`src/rtl/uart_txq_pkg.sv`:
```
// uart_txq_pkg: shared drain FSM states and status register bit positions
package uart_txq_pkg;
    typedef enum logic {IDLE, WAIT} state_t;
    localparam int STATUS_EMPTY = 0;
    localparam int STATUS_FULL  = 1;
    localparam int STATUS_BUSY  = 2;
    localparam int STATUS_OVF   = 3;
endpackage

```
`src/rtl/sync_fifo.sv`:
```
// sync_fifo: circular buffer with separately tracked occupancy and synchronous flush
module sync_fifo #(
    parameter int DEPTH = 16,
    parameter int W     = 8
) (
    input  logic                   clk,
    input  logic                   rst_n,
    input  logic                   flush,
    input  logic                   wr_en,
    input  logic [W-1:0]           wr_data,
    input  logic                   rd_en,
    output logic [W-1:0]           rd_data,
    output logic [$clog2(DEPTH):0] count,
    output logic                   full,
    output logic                   empty
);
    localparam int AW = $clog2(DEPTH);
    localparam int CW = AW + 1;
    logic [W-1:0]  mem [DEPTH];
    logic [AW-1:0] wr_ptr, rd_ptr;
    logic          do_wr, do_rd;
    assign do_wr   = wr_en & ~full & ~flush;
    assign do_rd   = rd_en & ~empty & ~flush;
    assign full    = count == CW'(DEPTH);
    assign empty   = count == '0;
    assign rd_data = mem[rd_ptr];
    always_ff @(posedge clk)
        if (do_wr) mem[wr_ptr] <= wr_data;
    always_ff @(posedge clk or negedge rst_n) begin
        if (!rst_n) begin
            wr_ptr <= '0;
            rd_ptr <= '0;
            count  <= '0;
        end else if (flush) begin
            wr_ptr <= '0;
            rd_ptr <= '0;
            count  <= '0;
        end else begin
            if (do_wr) wr_ptr <= wr_ptr + 1'b1;
            if (do_rd) rd_ptr <= rd_ptr + 1'b1;
            count <= count + CW'(do_wr) - CW'(do_rd);
        end
    end
endmodule

```
`src/rtl/uart_txq.sv`:
```
// uart_txq: byte queue between the CPU data register and the UART, drained via tx_ready handshake
module uart_txq
    import uart_txq_pkg::*;
#(
    parameter int DEPTH  = 16,
    parameter int LOW_WM = 4,
    parameter int GUARD  = 4
) (
    input  logic                   clk,
    input  logic                   rst_n,
    input  logic                   push,
    input  logic [7:0]             push_data,
    input  logic                   flush,
    input  logic                   clr_ovf,
    input  logic                   ie,
    input  logic                   tx_ready,
    output logic                   uart_wr,
    output logic [7:0]             uart_tx_data,
    output logic [$clog2(DEPTH):0] count,
    output logic                   empty,
    output logic                   full,
    output logic                   ovf,
    output logic [15:0]            status,
    output logic                   irq
);
    localparam int CW = $clog2(DEPTH) + 1;
    localparam int GW = $clog2(GUARD + 1);
    state_t        state;
    logic [GW-1:0] guard;
    logic [7:0]    head;
    logic          pop;
    sync_fifo #(.DEPTH(DEPTH), .W(8)) u_fifo (
        .clk    (clk),
        .rst_n  (rst_n),
        .flush  (flush),
        .wr_en  (push),
        .wr_data(push_data),
        .rd_en  (pop),
        .rd_data(head),
        .count  (count),
        .full   (full),
        .empty  (empty)
    );
    assign pop = (state == IDLE) & ~empty & tx_ready & ~flush;
    assign irq = ie & (count <= CW'(LOW_WM));
    always_comb begin
        status               = '0;
        status[STATUS_EMPTY] = empty;
        status[STATUS_FULL]  = full;
        status[STATUS_BUSY]  = state != IDLE;
        status[STATUS_OVF]   = ovf;
    end
    always_ff @(posedge clk or negedge rst_n) begin
        if (!rst_n) begin
            state        <= IDLE;
            uart_wr      <= 1'b0;
            uart_tx_data <= '0;
            guard        <= '0;
        end else begin
            uart_wr <= pop;
            if (pop) uart_tx_data <= head;
            if (state == IDLE) begin
                guard <= '0;
                if (pop) state <= WAIT;
            end else if (!tx_ready || guard == GW'(GUARD - 1)) begin
                state <= IDLE;
                guard <= '0;
            end else begin
                guard <= guard + 1'b1;
            end
        end
    end
    always_ff @(posedge clk or negedge rst_n) begin
        if (!rst_n) ovf <= 1'b0;
        else if (push & ~flush & full) ovf <= 1'b1;
        else if (clr_ovf) ovf <= 1'b0;
    end
endmodule

```
`config.mk`:
```
export PLATFORM = sky130hd
export DESIGN_NAME = uart_txq
export DESIGN_NICKNAME = d
export VERILOG_FILES = /design/src/rtl/uart_txq_pkg.sv /design/src/rtl/sync_fifo.sv /design/src/rtl/uart_txq.sv
export SDC_FILE = /design/constraint.sdc
export NUM_CORES = 1
export LEC_CHECK = 0
export CELL_PAD_IN_SITES_DETAIL_PLACEMENT = 1
export CELL_PAD_IN_SITES_GLOBAL_PLACEMENT = 1
export CORE_UTILIZATION = 54
export CTS_CLUSTER_SIZE = 12
export DETAILED_ROUTE_END_ITERATION = 12
export PLACE_DENSITY = 0.94
export SLEW_MARGIN = 30
export SYNTH_ARGS = -nofsm -noshare
export SYNTH_HDL_FRONTEND = slang
export SYNTH_HIERARCHICAL = 1
export SYNTH_SLANG_ARGS = --single-unit
```
`constraint.sdc`:
```
create_clock -name clk -period 5.1 [get_ports clk]
set_clock_uncertainty 0.05 [all_clocks]
set_input_delay 0.765 -clock clk [delete_from_list [all_inputs] [get_ports clk]]
set_output_delay 0.765 -clock clk [all_outputs]
set_load 0.005 [all_outputs]
```
==> results by group, run 1 <==
Run status
  • Status: finished with violations
  • Failing checks: DRC

Synthesis
  • Distinct cells, synth: 40
  • Seq cells post-synth: 155
  • Main flop type after synthesis: edfxtp_1
  • Cell Area, Synth: 0.006504 sq mm
  • Most numerous cell in the Yosys netlist: edfxtp_1
  • Synth area leaders: edfxtp_1 (59%), dfrtp_1 (10%), mux4_2 (7.3%)
  • Sequential area share after synthesis: 69.49%
  • EDFF count, synth: about 130
  • Yosys top cell area share: 59.10%
  • Syn. warnings: 6
  • Mapped Cells: 364
  • Syn Area/Cell: around 18 sq um
  • FFs w/ async S/R, synth: between 10% and 20%
  • Most frequent cells after synthesis: edfxtp_1 (128), dfrtp_1 (27), mux4_2 (21)
  • Yosys top cell by area: edfxtp_1

Worst setup path
  • Worst Path Max Fanout: 13
  • WS Path Type: register to register
  • Reg-to-reg slack, setup: 0.99 ns
  • Worst endpoint data arrival time: approximately 4.4 ns
  • Crit path launch: u_fifo/count[2]
  • Slowest cell delay on critical path: 0.72 ns
  • R2r endpoint: u_fifo/count[4]
  • Startpoint Class: register
  • CP required: between 5 and 6 ns
  • Reg2Reg Launch Point: u_fifo/count[2]
  • Slowest CP cell: nor4b_4
  • Worst setup endpoint: u_fifo/count[4]
  • Critical path cell sequence: inv_1 -> ha_1 -> or4b_1 -> inv_1 -> nor4b_4 -> nand2_1 -> nor2_1 -> ha_1 -> inv_1 -> ha_1 -> inv_1 -> fa_1 -> nor2b_1 -> o21bai_1 -> nand3_1 -> nor3b_1
  • Critical path capture point type: register
  • Register-to-Register Path Depth: 16
  • Critical path's most frequent cell: inv_1

STA
  • Fin crit share: between 80% and 90%
  • Worst Tran Pin Value: between 0.9 and 1 ns
  • Relative slew slack: a little under two fifths
  • Setup tns final: 0 ns
  • Slew Viols, Final: 0
  • Fmax: between 200 and 250 MHz
  • Min Tclk post-route: 4.113 ns
  • # setup viols final: 0
  • Unrepaired setup endpoints after global routing: false
  • Count of final hold-check violations: 0

Clocking
  • CTS Buf Count: 17
  • Clk Latency, worst-skew pair: between 0.4 and 0.5 ns
  • H-tree lvl count: 4
  • CTS clk-pin slew, worst paths: ~0.060 ns
  • TritonCTS clock tree: built
  • Setup bufs post-CTS: 0
  • Clk buf depth: 2
  • Hold-fix buffers at CTS: 0
  • Clock root buffer: clkbuf_16
  • CTS Sinks: approximately 160
  • PostCTS Resize Cnt: 0

Pwr
  • Flop pwr share: around 42%
  • Switch share: between 20% and 30%
  • Sw Pwr: a little under 0.9 mW
  • Pwr dens: roughly 480 mW/mm^2
  • Peak VDD IR: approximately 360 uV
  • Internal power: roughly 2.7 mW
  • Clock group share of total power: 39.0%
  • Leakage: between 2 and 3 nW
  • Logic pwr share: a little under a fifth

Global route
  • Initial antenna violation count: 0
  • Vias in the first global route: 3722
  • Pin count of the biggest net entering global routing: 28
  • Total congestion overflow: 0
  • Overall routing resource usage: between 20% and 30%
  • First-pass GRT wire length: between 20 and 25 mm

Cells and area
  • Storage cell area: about 0.0045 sq mm
  • Post-layout util: between 60% and 70%
  • Area Overhead vs Synth: 16.33%
  • Share of layout cells above drive strength 1: between 15 and 20%
  • Final net count: 436
  • Footprint of the multi-input gates: roughly 0.0017 sq mm
  • Ant. Diodes: 0
  • Fill count: 948

Route
  • Residual DRC count: 3
  • Final Routed Wirelength: 15.27 mm
  • TritonRoute pass-1 iters: 9
  • Via count: around 3400
  • Final ANT Viol Nets: 0
  • Via-to-Cell Ratio: around 6
  • Routed WL per cell: roughly 27 um
  • Iteration-0 DRC count of the detailed router: between 300 and 400

Die
  • Die height: 111.7 um
  • Row cnt: 39
  • Floorplan core area: 0.01156 sq mm
  • Boundary pin count: 49
  • Starting Density: about 56%
  • Die Wd: 111.7 um
  • Die footprint: 0.01249 sq mm

Min path
  • HP Class: register to register

Placement
  • PortBufs: 36
  • Final HPWL DP: between 9 and 10 mm
  • Routability cong.: roughly 0.77

Run
  • Max-cap violation count: 0
[per-stage QoR]
stage	std cells	area, sq um	setup WS (ns)	total power [mW]	hold slack [ns]
floorplan	375	6545	1.886	1.927	0.3599
global placement	531	6905	1.200	2.147	0.3698
detailed placement	531	6905	0.9106	2.191	0.3817
CTS	563	7562	0.9619	3.627	0.3862
global route	563	7566	0.6765	3.727	0.4104
finish	563	7566	0.9871	3.613	0.3793
[state kept, by name, summed over array words and instances, names as in the netlist]
register,flops
uart_tx_data,8
ovf,1
u_fifo/wr_ptr,4
u_fifo/count,5
state,1
guard,3
uart_wr,1
u_fifo/rd_ptr,4
u_fifo/mem,128
[cells by family after synthesis]
group | synth area share [%]
xor gates and xnor gates | 1.077
DFF | 69.49
buffers and inverters | 4.733
muxes | 13.10
and+or+nand+nor | 6.060
AOI/OAI and AO/OA | 2.674
other | 0.05766
adders and majority gates | 2.809
[routing by layer]
| layer | GRT usage [%] | share of wire (%) | wire [um] |
|---|---|---|---|
| met1 | 33.32 | 38 | 5832 |
| met2 | 45.26 | 52 | 8011 |
| met3 | 7.131 | 7.1 | 1085 |
| met4 | 8.468 | 2.2 | 342 |
| met5 | 0 | 0 | 0 |
[power by group through the flow]
stage | Clock (mW) | Sequential (mW) | Combinational, mW
after global placement | 0 | 1.55 | 0.597
after detailed placement | 0 | 1.56 | 0.636
after CTS | 1.42 | 1.53 | 0.673
final | 1.41 | 1.53 | 0.674
after floorplan | 0 | 1.52 | 0.402
after global routing | 1.46 | 1.55 | 0.717
[placed cells by master, fill, tap and decap left out, types with 7 or more instances in the layout]
cell / count
buf_4: 8
mux4_2: 21
mux4_1: 11
nand2_1: 13
ha_1: 13
edfxtp_1: 128
mux2_2: 8
nor2_1: 17
clkdlybuf4s50_1: 36
a22oi_1: 16
nand3_1: 7
and2_1: 9
conb_1: 12
inv_1: 18
clkbuf_16: 17
dfrtp_1: 25
[final cells by class]
type	count	share of cell area, %
clock buffer	21	5.821
clock inverter	11	2.861
inverter	18	0.8930
multi-input combinational	171	22.74
sequential	155	59.77
tap	143	2.365
timing repair buffer	44	5.556
[worst max-delay path, delay by kind of cell (launching register included)]
kind | cells | cell delay (ns)
AOI/OAI and AO/OA | 1 | 0.14
adders and majority gates | 4 | 1.05
buffers and inverters | 4 | 0.39
DFF | 1 | 0.40
and+or+nand+nor | 7 | 1.99
[how the worst min path moves through the flow]
stage                          end  slack (ns)     start  depth (start not counted)
after global placement    guard[0]        0.37  guard[0]                          1
after detailed placement  guard[0]        0.38  guard[0]                          1
after global routing      guard[0]        0.41  guard[0]                          1
final                     guard[0]        0.38  guard[0]                          1
after CTS                 guard[0]        0.39  guard[0]                          1
after floorplan           guard[0]        0.36  guard[0]                          1
(Power assumes the default switching activity.)
==> inputs of run 2 (changes only) <==
--- a/config.mk
+++ b/config.mk
@@ -7,10 +7,10 @@
 export LEC_CHECK = 0
 export CELL_PAD_IN_SITES_DETAIL_PLACEMENT = 1
 export CELL_PAD_IN_SITES_GLOBAL_PLACEMENT = 1
-export CORE_UTILIZATION = 54
+export CORE_UTILIZATION = 45
 export CTS_CLUSTER_SIZE = 12
 export DETAILED_ROUTE_END_ITERATION = 12
-export PLACE_DENSITY = 0.94
+export PLACE_DENSITY = 0.84
 export SLEW_MARGIN = 30
 export SYNTH_ARGS = -nofsm -noshare
 export SYNTH_HDL_FRONTEND = slang
==> constraint.sdc (replaced) <==
create_clock -name clk -period 3.5 [get_ports clk]
set_clock_uncertainty 0.05 [all_clocks]
set_input_delay 0.525 -clock clk [delete_from_list [all_inputs] [get_ports clk]]
set_output_delay 0.525 -clock clk [all_outputs]
set_load 0.005 [all_outputs]
==> run 2 against run 1 <==
The run now ends clean. Final area up 0.64%. Sequential cell count unchanged. Hold slack better by 0.022 ns. Total power up 40%.
==> results by group, run 2 (synthesis results as in run 1) <==
Run status
  • Status: finished, final reports clean

Route
  • WL met3: 649 um (-40%)
  • Residual DRC count: 0 (-3)
  • Iteration-0 DRC count of the detailed router: 217 (-32%)
  • Final Routed Wirelength: 14.47 mm (-5.3%)
  • Highest metal used: met4
  • Final ANT Viol Nets: 0 (unchanged)
  • Routed WL per cell: 23.80 um (-12%)
  • Routed wl met2: 7.822 mm (-2.4%)
  • TritonRoute pass-1 iters: 4 (-5)
  • Via count: 3420 (-0.81%)
  • Via-to-Cell Ratio: 5.625 (-8.2%)
  • DRT met1 WL: 5.666 mm (-2.8%)

Global route
  • Total congestion overflow: 0 (unchanged)
  • First-pass GRT wire length: 21.87 mm (-5.0%)
  • Initial antenna violation count: 0 (unchanged)
  • Vias in the first global route: 3604 (-3.2%)
  • Overall routing resource usage: 21.33% (-5.2 points)
  • Pin count of the biggest net entering global routing: 33 (+18%)

Clocking
  • Clk buf depth: 2 (unchanged)
  • TritonCTS clock tree: built
  • CTS Buf Count: 17 (unchanged)
  • Hold-fix buffers at CTS: 0 (unchanged)
  • H-tree lvl count: 4 (unchanged)
  • PostCTS Resize Cnt: 0 (unchanged)
  • CTS Sinks: 155 (unchanged)
  • Setup bufs post-CTS: 0 (unchanged)
  • Clk Latency, worst-skew pair: 0.42 ns (about the same)
  • Clock root buffer: clkbuf_16
  • CTS clk-pin slew, worst paths: 0.06 ns (about the same)

Min path
  • Hold depth: 1 (unchanged)
  • HP Class: register to register

Worst setup path
  • Register-to-Register Path Depth: 16 (unchanged)
  • R2r endpoint: u_fifo/count[4]
  • Critical path capture point type: register
  • WS Path Type: register to register
  • Crit path launch: u_fifo/count[2]
  • Startpoint Class: register
  • Worst setup endpoint: u_fifo/count[4]
  • Reg-to-reg slack, setup: 0.24 ns (-0.75 ns)
  • Worst endpoint data arrival time: 3.54 ns (-0.85 ns)
  • Reg2Reg Launch Point: u_fifo/count[2]
  • Worst Path Max Fanout: 5 (-8)
  • CP required: 3.78 ns (-1.60 ns)

Cells and area
  • Max reg flops: 128 (unchanged)
  • Ant. Diodes: 0 (unchanged)
  • Commonest non-fill, non-tap cells in the layout: edfxtp_1 (128), clkdlybuf4s50_1 (36), dfrtp_1 (26), mux4_2 (21), nor2_1 (18)
  • Most common cell after layout, fill and taps aside: edfxtp_1
  • Area Overhead vs Synth: 17.08%
  • Largest registers: u_fifo/mem x128, uart_tx_data x8, u_fifo/count x5
  • Final net count: 444 (+1.8%)
  • Post-layout util: 54.44% (-11 points)
  • Share of layout cells above drive strength 1: 18.69% (+2.3 points)
  • Fill count: 1288 (+36%)
  • Biggest register: u_fifo/mem

Pwr
  • Switch share: 25.22% (+0.53 points)
  • Peak VDD IR: 353.4 uV (-0.65%)
  • Clock group share of total power: 36.8% (-2.2 points)
  • Leakage: 2.665 nW (+0.72%)
  • Sw Pwr: 1.273 mW (+43%)
  • Internal power: 3.775 mW (+39%)
  • Flop pwr share: 43.8% (+1.4 points)
  • Total Power: 5.048 mW (+40%)
  • Pwr dens: 662.9 mW/mm^2 (+39%)
  • Logic pwr share: 19.4% (+0.7 points)

Die
  • Row cnt: 43 (+10%)
  • Die height: 122.2 um (+9.4%)
  • Die Wd: 122.2 um (+9.4%)
  • Floorplan core area: 0.01399 sq mm (+21%)
  • Starting Density: 46.49% (-9.7 points)
  • Boundary pin count: 49 (unchanged)
  • Die footprint: 0.01494 sq mm (+20%)

Placement
  • PortBufs: 36 (unchanged)
  • Routability cong.: 0.7359 (-3.9%)
  • Final HPWL DP: 9.224 mm (-0.37%)

STA
  • Min Tclk post-route: 3.260 ns (-0.8533 ns)
  • # setup viols final: 0 (unchanged)
  • Unrepaired setup endpoints after global routing: false
  • Worst Tran Pin Value: 0.7841 ns (-0.1565 ns)
  • Fin crit share: 93.13% (+12 points)
  • Relative slew slack: 47.62% (+11 points)
  • Fmax: 306.8 MHz (+26%)
  • Slew Viols, Final: 0 (unchanged)
  • Count of final hold-check violations: 0 (unchanged)
  • Setup tns final: 0 ns (unchanged)

Run
  • Max-cap violation count: 0 (unchanged)
[run 2: cell count changes in the layout (fill, tap and decap cells not counted), sizes merged]
cell,before,now
buf,8,16
bufinv,6,3
clkbuf,21,19
clkinv,2,3
clkinvlp,2,3
inv,19,22
[run 2: routing by layer]
metal  global-route usage, %  vias up
li1                        -     1485
met1                   25.57     1795
met2                   37.43      116
met3                   3.950       24
met4                   9.527        0
met5                       0        -
[run 2: worst min-delay path by stage]
stage	start	end	slack (ns)
2_1_floorplan	rst_n	guard[0]	0.18
3_3_place_gp	guard[0]	guard[0]	0.37
3_5_place_dp	guard[0]	guard[0]	0.40
4_1_cts	guard[0]	guard[0]	0.41
5_1_grt	guard[0]	guard[0]	0.44
6_report	guard[0]	guard[0]	0.40
[run 2: cell type report]
| class | count | area [sq um] | share of cell area, % |
|---|---|---|---|
| sequential | 155 | 4521 | 59.37 |
| inverter | 18 | 67.56 | 0.8873 |
| tap | 180 | 225.2 | 2.958 |
| multi-input combinational | 171 | 1722 | 22.61 |
| timing repair buffer | 52 | 480.5 | 6.310 |
| clock buffer | 19 | 432.9 | 5.685 |
| clock inverter | 13 | 166.4 | 2.185 |
[run 2: critical path, stage by stage, from the launching register on]
cell and delay [ns]:
dfrtp_1 0.42, inv_1 0.10, ha_1 0.16, or4b_4 0.50
inv_2 0.12, nor4b_4 0.06, nand2_1 0.13, nor2_1 0.07
ha_1 0.30, inv_1 0.07, ha_1 0.17, inv_1 0.07
fa_1 0.38, nor2b_1 0.18, o21bai_1 0.11, nand3_1 0.09
nor3b_1 0.18
[run 2: metrics by stage]
step | hold WS [ns] | setup slack (ns) | instance area, sq um | cells
final | 0.4014 | 0.2404 | 7615 | 608
after global routing | 0.4381 | 0.05279 | 7615 | 608
after CTS | 0.4124 | 0.1221 | 7611 | 608
after detailed placement | 0.4045 | 0.2157 | 7012 | 576
after global placement | 0.3708 | 0.4148 | 7012 | 576
after floorplan | 0.1794 | 0.2861 | 6545 | 375
[run 2: power by group through the flow]
stage	clock network (mW)	logic (mW)	registers, mW
2_1_floorplan	0	0.586	2.22
3_3_place_gp	0	0.904	2.23
3_5_place_dp	0	0.958	2.25
4_1_cts	1.89	0.977	2.21
5_1_grt	1.95	1.06	2.23
6_report	1.86	0.978	2.21
==> inputs of run 3 (changes only) <==
--- a/config.mk
+++ b/config.mk
@@ -16,3 +16,4 @@
 export SYNTH_HDL_FRONTEND = slang
 export SYNTH_HIERARCHICAL = 1
 export SYNTH_SLANG_ARGS = --single-unit
+export TNS_END_PERCENT = 50
==> results of run 3 <==
The final DEF is identical to that of run 2; final timing and power are the same.
